[src/rtl/lifo_cmd_initiator.sv]
// ---------------------------------------------------------------------------
// lifo_cmd_initiator
//   Initiator side of the stack-memory push/pop interface. Takes byte-level
//   push/pop requests from a host (valid/ready), sequences them onto the
//   stack's push/pop/wdata lines using the stack's two-phase timing, and
//   returns popped bytes on a one-cycle response strobe. Occupancy is tracked
//   here so overflow/underflow never reaches the memory.
//
//   Optional build macro: LIFO_ERR_STICKY_EN
//     defined   : err is sticky, cleared by err_clr (a coincident set wins)
//     undefined : err is a 1-cycle pulse per illegal op, err_clr is ignored
//
// Ports
//   clk, reset          clock, async active-high reset (shared with stack)
//   req_valid/req_ready host request handshake
//   req_pop, req_data   1 = pop / 0 = push, byte to push
//   rsp_valid, rsp_data popped-byte strobe, last popped byte (held)
//   err, err_clr        illegal-operation flag, sticky clear
//   count, full, empty  occupancy
//   stk_push, stk_pop,  stack command lines and write data
//   stk_wdata
//   stk_rdata           stack read data
// ---------------------------------------------------------------------------
module lifo_cmd_initiator #(
  parameter int DEPTH  = 256,
  parameter int DATA_W = 8,
  parameter int CNT_W  = 9
) (
  input  logic              clk,
  input  logic              reset,
  input  logic              req_valid,
  output logic              req_ready,
  input  logic              req_pop,
  input  logic [DATA_W-1:0] req_data,
  output logic              rsp_valid,
  output logic [DATA_W-1:0] rsp_data,
  output logic              err,
  input  logic              err_clr,
  output logic [CNT_W-1:0]  count,
  output logic              full,
  output logic              empty,
  output logic              stk_push,
  output logic              stk_pop,
  output logic [DATA_W-1:0] stk_wdata,
  input  logic [DATA_W-1:0] stk_rdata
);

  localparam logic [2:0] S_IDLE    = 3'd0;
  localparam logic [2:0] S_PUSH_A  = 3'd1;
  localparam logic [2:0] S_PUSH_B  = 3'd2;
  localparam logic [2:0] S_POP_A   = 3'd3;
  localparam logic [2:0] S_POP_B   = 3'd4;
  localparam logic [2:0] S_POP_CAP = 3'd5;

  logic [2:0]        state_q, state_d;
  logic              phase_q, phase_d;
  logic [CNT_W-1:0]  count_q, count_d;
  logic [DATA_W-1:0] wdata_q, wdata_d;
  logic [DATA_W-1:0] rsp_data_q, rsp_data_d;
  logic              rsp_valid_q, rsp_valid_d;
  logic              err_q, err_d;

  logic full_w, empty_w, accept, illegal;

  assign full_w  = (count_q == CNT_W'(DEPTH));
  assign empty_w = (count_q == '0);

  // Accept only in IDLE on phase 1 so the command's first cycle lands on
  // the stack's phase 0. The cycle carrying rsp_valid is skipped so a pop
  // response never overlaps a new accept.
  assign req_ready = (state_q == S_IDLE) && phase_q && !rsp_valid_q;
  assign accept    = req_valid && req_ready;
  // Illegal ops are still accepted (host never stalls) but go nowhere.
  assign illegal   = accept && (req_pop ? empty_w : full_w);

  always_comb begin
    state_d     = state_q;
    phase_d     = ~phase_q;
    count_d     = count_q;
    wdata_d     = wdata_q;
    rsp_data_d  = rsp_data_q;
    rsp_valid_d = 1'b0;
    case (state_q)
      S_IDLE: begin
        if (accept && !illegal) begin
          if (req_pop) begin
            state_d = S_POP_A;
          end else begin
            state_d = S_PUSH_A;
            wdata_d = req_data;
          end
        end
      end
      S_PUSH_A:  state_d = S_PUSH_B;
      S_PUSH_B: begin
        state_d = S_IDLE;
        count_d = count_q + CNT_W'(1);
      end
      S_POP_A:   state_d = S_POP_B;
      S_POP_B:   state_d = S_POP_CAP;
      S_POP_CAP: begin
        // stack read data is valid in this cycle only
        state_d     = S_IDLE;
        rsp_data_d  = stk_rdata;
        rsp_valid_d = 1'b1;
        count_d     = count_q - CNT_W'(1);
      end
      default:   state_d = S_IDLE;
    endcase
  end

`ifdef LIFO_ERR_STICKY_EN
  always_comb begin
    err_d = illegal | (err_q & ~err_clr);
  end
`else
  logic err_clr_unused;
  assign err_clr_unused = err_clr;
  always_comb begin
    err_d = illegal;
  end
`endif

  always_ff @(posedge clk or posedge reset) begin
    if (reset) begin
      state_q     <= S_IDLE;
      phase_q     <= 1'b0;
      count_q     <= '0;
      wdata_q     <= '0;
      rsp_data_q  <= '0;
      rsp_valid_q <= 1'b0;
      err_q       <= 1'b0;
    end else begin
      state_q     <= state_d;
      phase_q     <= phase_d;
      count_q     <= count_d;
      wdata_q     <= wdata_d;
      rsp_data_q  <= rsp_data_d;
      rsp_valid_q <= rsp_valid_d;
      err_q       <= err_d;
    end
  end

  // Command lines decode straight from state, so reset clears them at once.
  assign stk_push  = (state_q == S_PUSH_A) || (state_q == S_PUSH_B);
  assign stk_pop   = (state_q == S_POP_A)  || (state_q == S_POP_B);
  assign stk_wdata = wdata_q;
  assign rsp_valid = rsp_valid_q;
  assign rsp_data  = rsp_data_q;
  assign err       = err_q;
  assign count     = count_q;
  assign full      = full_w;
  assign empty     = empty_w;

  a_push_pop_excl: assert property (@(posedge clk) disable iff (reset)
    !(stk_push && stk_pop));
  a_wdata_stable: assert property (@(posedge clk) disable iff (reset)
    (state_q == S_PUSH_B) |-> $stable(wdata_q));
  a_count_range: assert property (@(posedge clk) disable iff (reset)
    count_q <= CNT_W'(DEPTH));

endmodule
[config.mk]
export PLATFORM = sky130hd
export DESIGN_NAME = lifo_cmd_initiator
export DESIGN_NICKNAME = d
export VERILOG_FILES = /design/src/rtl/lifo_cmd_initiator.sv
export SDC_FILE = /design/constraint.sdc
export NUM_CORES = 1
export LEC_CHECK = 0
export ABC_AREA = 1
export ABC_CLOCK_PERIOD_IN_PS = 4100
export BUFFER_PORTS_ARGS = -buffer_cell sky130_fd_sc_hd__buf_4
export CORE_MARGIN = 2
export CORE_UTILIZATION = 25
export DETAILED_ROUTE_END_ITERATION = 12
export GPL_TIMING_DRIVEN = 1
export HOLD_SLACK_MARGIN = 0.12
export PLACE_DENSITY = 0.42
export SLEW_MARGIN = 20
export SYNTH_ARGS = -nofsm -noshare
export SYNTH_HDL_FRONTEND = slang
export SYNTH_SLANG_ARGS = --single-unit
[constraint.sdc]
create_clock -name clk -period 4.1 [get_ports clk]
set_input_delay 0.205 -clock clk [delete_from_list [all_inputs] [get_ports clk]]
set_output_delay 0.205 -clock clk [all_outputs]
set_load 0.05 [all_outputs]
==> impl_metrics.json <==
{
  "outcome": "finished clean",
  "antennaDiodeCount": 0,
  "die_area_um2": 7655,
  "die_x_um": 87.50,
  "core_area_um2": 6756,
  "finalCriticalPeriod_ps": 2055,
  "critical-path-max-stage-delay_ps": 580,
  "p_total_mw": 1.957,
  "p_comb_share_pct": 59.9,
  "criticalPathCategory": "flip-flop to flip-flop",
  "fmax_ghz": 0.4867,
  "vias": 1539,
  "grt.total_usage_pct": 11.57,
  "slowest_stage": "dfrtp_1",
  "root_buffer": "clkbuf_8",
  "place_hpwl_mm": 3.032,
  "hold_viol_final": 0,
  "drtIter0Drc": 53,
  "die_h_um": 87.50,
  "area_growth_syn_to_layout_pct": 34.46,
  "final_max_slew_viol_count": 0,
  "ys_seq_area_share_pct": 44.51,
  "mostFrequentLayoutCells": "nand2_1 (92), buf_4 (52), inv_1 (32)",
  "drv_cap": 0,
  "htree_levels": 2,
  "setup_viol": 0,
  "grt_first_pass_wirelength_mm": 6.865,
  "grt.overflow.total": 0,
  "fin_nets": 310,
  "io_buffers": 51,
  "syn-instance-count": 228,
  "synth_nets": 250,
  "critical_path.top_delay_family": "simple AND/OR/NAND/NOR gates",
  "layout_commonest_cell": "nand2_1",
  "cts_buffers": 5,
  "crit_chain": "nand3_4 > nand2_1 > nand2_1 > inv_1 > ha_1 > inv_1 > nand2_1 > nand3_1 > nor2_1 > nor2_1 > nand2_1 > nand2_1 > nand2_1 > nand2_1",
  "grt_antenna_before_repair": 0,
  "yosys_warnings": 0,
  "setup_slack_ps": 2045,
  "io_pins": 53,
  "cp.required_ps": 4270,
  "fin_crit_sh_pct": 50.12,
  "drc": 0,
  "grt_pass1_vias": 1457,
  "avgViaCountPerCell": 4.171,
  "fin_tns_setup_ps": 0,
  "crit_top_cell": "nand2_1",
  "postCtsSetupBuffers": 0,
  "power_density_nw_per_um2": 834.9,
  "finalClockSkew_ps": 3.126,
  "switchingPower_mw": 1.057,
  "power.share.sequential_pct": 28.0,
  "path_buf_inv": 2,
  "clkSinkCount": 31,
  "pre_cts_ws_ps": 2035,
  "worstPathArrival_ps": 2230,
  "clk_pin_slew_ps": 70,
  "slew-limit-headroom_pct": 69.02,
  "rsz0062_at_grt": "false",
  "cp_max_fo": 19,
  "ys_ff_latch": 31,
  "first_pass_iters": 4,
  "cp-start-kind": "flip-flop",
  "p_int_mw": 0.8994,
  "cts_tree": "done",
  "wire_per_inst_um": 11.26,
  "antenna_left": 0,
  "clk_latency_ps": 280,
  "synth_area_um2": 1743,
  "worstSetupEndpointType": "flip-flop",
  "leakagePower_nw": 1.317,
  "clkPwrFrac_pct": 12.1,
  "grt_max_degree": 32,
  "switching_share_pct": 54.03,
  "n_fill_cell": 749,
  "gp_congestion": 0.7808,
  "vdd_drop_max_v": 0.0003074,
  "min_path_type": "input pin to flip-flop",
  "syn_avg_cell_area_um2": 7.644,
  "drive_gt1_share_pct": 29.76,
  "cts-resized-gates": 0,
  "drt-total-wl_mm": 4.154,
  "cts_max_path_buffers": 2,
  "synthDistinctLibCells": 27,
  "initial_core_util_pct": 25.80,
  "tightest_slew_ps": 463.6,
  "rows": 30
}
## worst register-to-register path, stage by stage (launching register included)
cell     delay, ps
dfrtp_1        580
nand3_4        300
nand2_1        130
nand2_1         50
inv_1           70
ha_1           130
inv_1           40
nand2_1         90
nand3_1        110
nor2_1         150
nor2_1          60
nand2_1         60
nand2_1         70
nand2_1         60
nand2_1         50
## sequential cells by signal, summed over array words and instances (netlist names)
register   count
rsp_data       8
count          9
phase_q        1
stk_wdata      8
err            1
state_q        3
rsp_valid      1
## synthesized netlist by cell type (all sizes together)
cell type / instances / area [µm²]
a21boi: 1 / 7.510
a31oi: 1 / 6.260
and2: 1 / 8.760
buf: 6 / 45.04
dfrtp: 31 / 775.7
ha: 1 / 12.51
inv: 36 / 137.6
nand2: 102 / 407.9
nand3: 11 / 67.57
nand4: 6 / 52.55
nor2: 9 / 41.29
nor3: 2 / 21.27
o21ai: 14 / 100.1
o21bai: 1 / 7.510
o31ai: 1 / 7.510
xor2: 5 / 43.79
## layer usage
layer  global-route usage (%)  share of wire [%]  up-vias
met2                    18.53                 46       36
met3                    3.507                5.1        5
met4                    3.357                1.1        0
li1                         -                  -      817
met1                    15.01                 48      681
met5                        0                  0        -
## power by group through the flow
stage	Clock [mW]	Sequential [mW]	Combinational, mW
after global routing	0.266	0.565	1.27
after detailed placement	0	0.552	1.18
after floorplan	0	0.884	0.532
after global placement	0	0.553	1.18
after CTS	0.251	0.549	1.19
final	0.237	0.548	1.17
## path summary, 6_finish.rpt
check / startpoint / slack [ps] / depth (start not counted) / end
max in group asynchronous: reset / 3250 / 4 / err
min in group asynchronous: reset / 560 / 4 / rsp_data[5]
max: state_q[0] / 2050 / 14 / count[6]
min: stk_rdata[0] / 130 / 3 / rsp_data[0]
max reg2reg: state_q[0] / 2050 / 14 / count[6]
min reg2reg: phase_q / 440 / 1 / phase_q
## cell type report
type,instances,area [µm²],area share [%]
multi-input cells,155,784.5,33.48
flip-flops and latches,31,775.7,33.10
repair buffers,59,460.4,19.65
inverters,36,137.6,5.873
well taps,80,100.1,4.271
clock buffers,6,72.57,3.097
clock inverters,2,12.51,0.5339
## cell families after synthesis
family | share of synthesized area [%]
compound gates | 7.394
flops | 44.51
simple gates | 34.39
buf+inv | 10.48
xor+xnor | 2.512
fa+ha+maj | 0.7178
## stage by stage
stage          hold WS, ps  util (%)  cell area, µm²  instances
2_1_floorplan        308.5         -            1743        228
3_3_place_gp         331.5     32.39            2188        354
3_5_place_dp         326.7     32.39            2188        354
4_1_cts              123.0     34.69            2344        369
5_1_grt              124.5     34.69            2344        369
6_report             129.5     34.69            2344        369
## repair_timing
item,CTS,global route
hold buffers,7,0
endpoints found under the hold margin,37,0
endpoints found under the setup margin,0,0
Note: power is estimated with default switching activity, not from simulation.
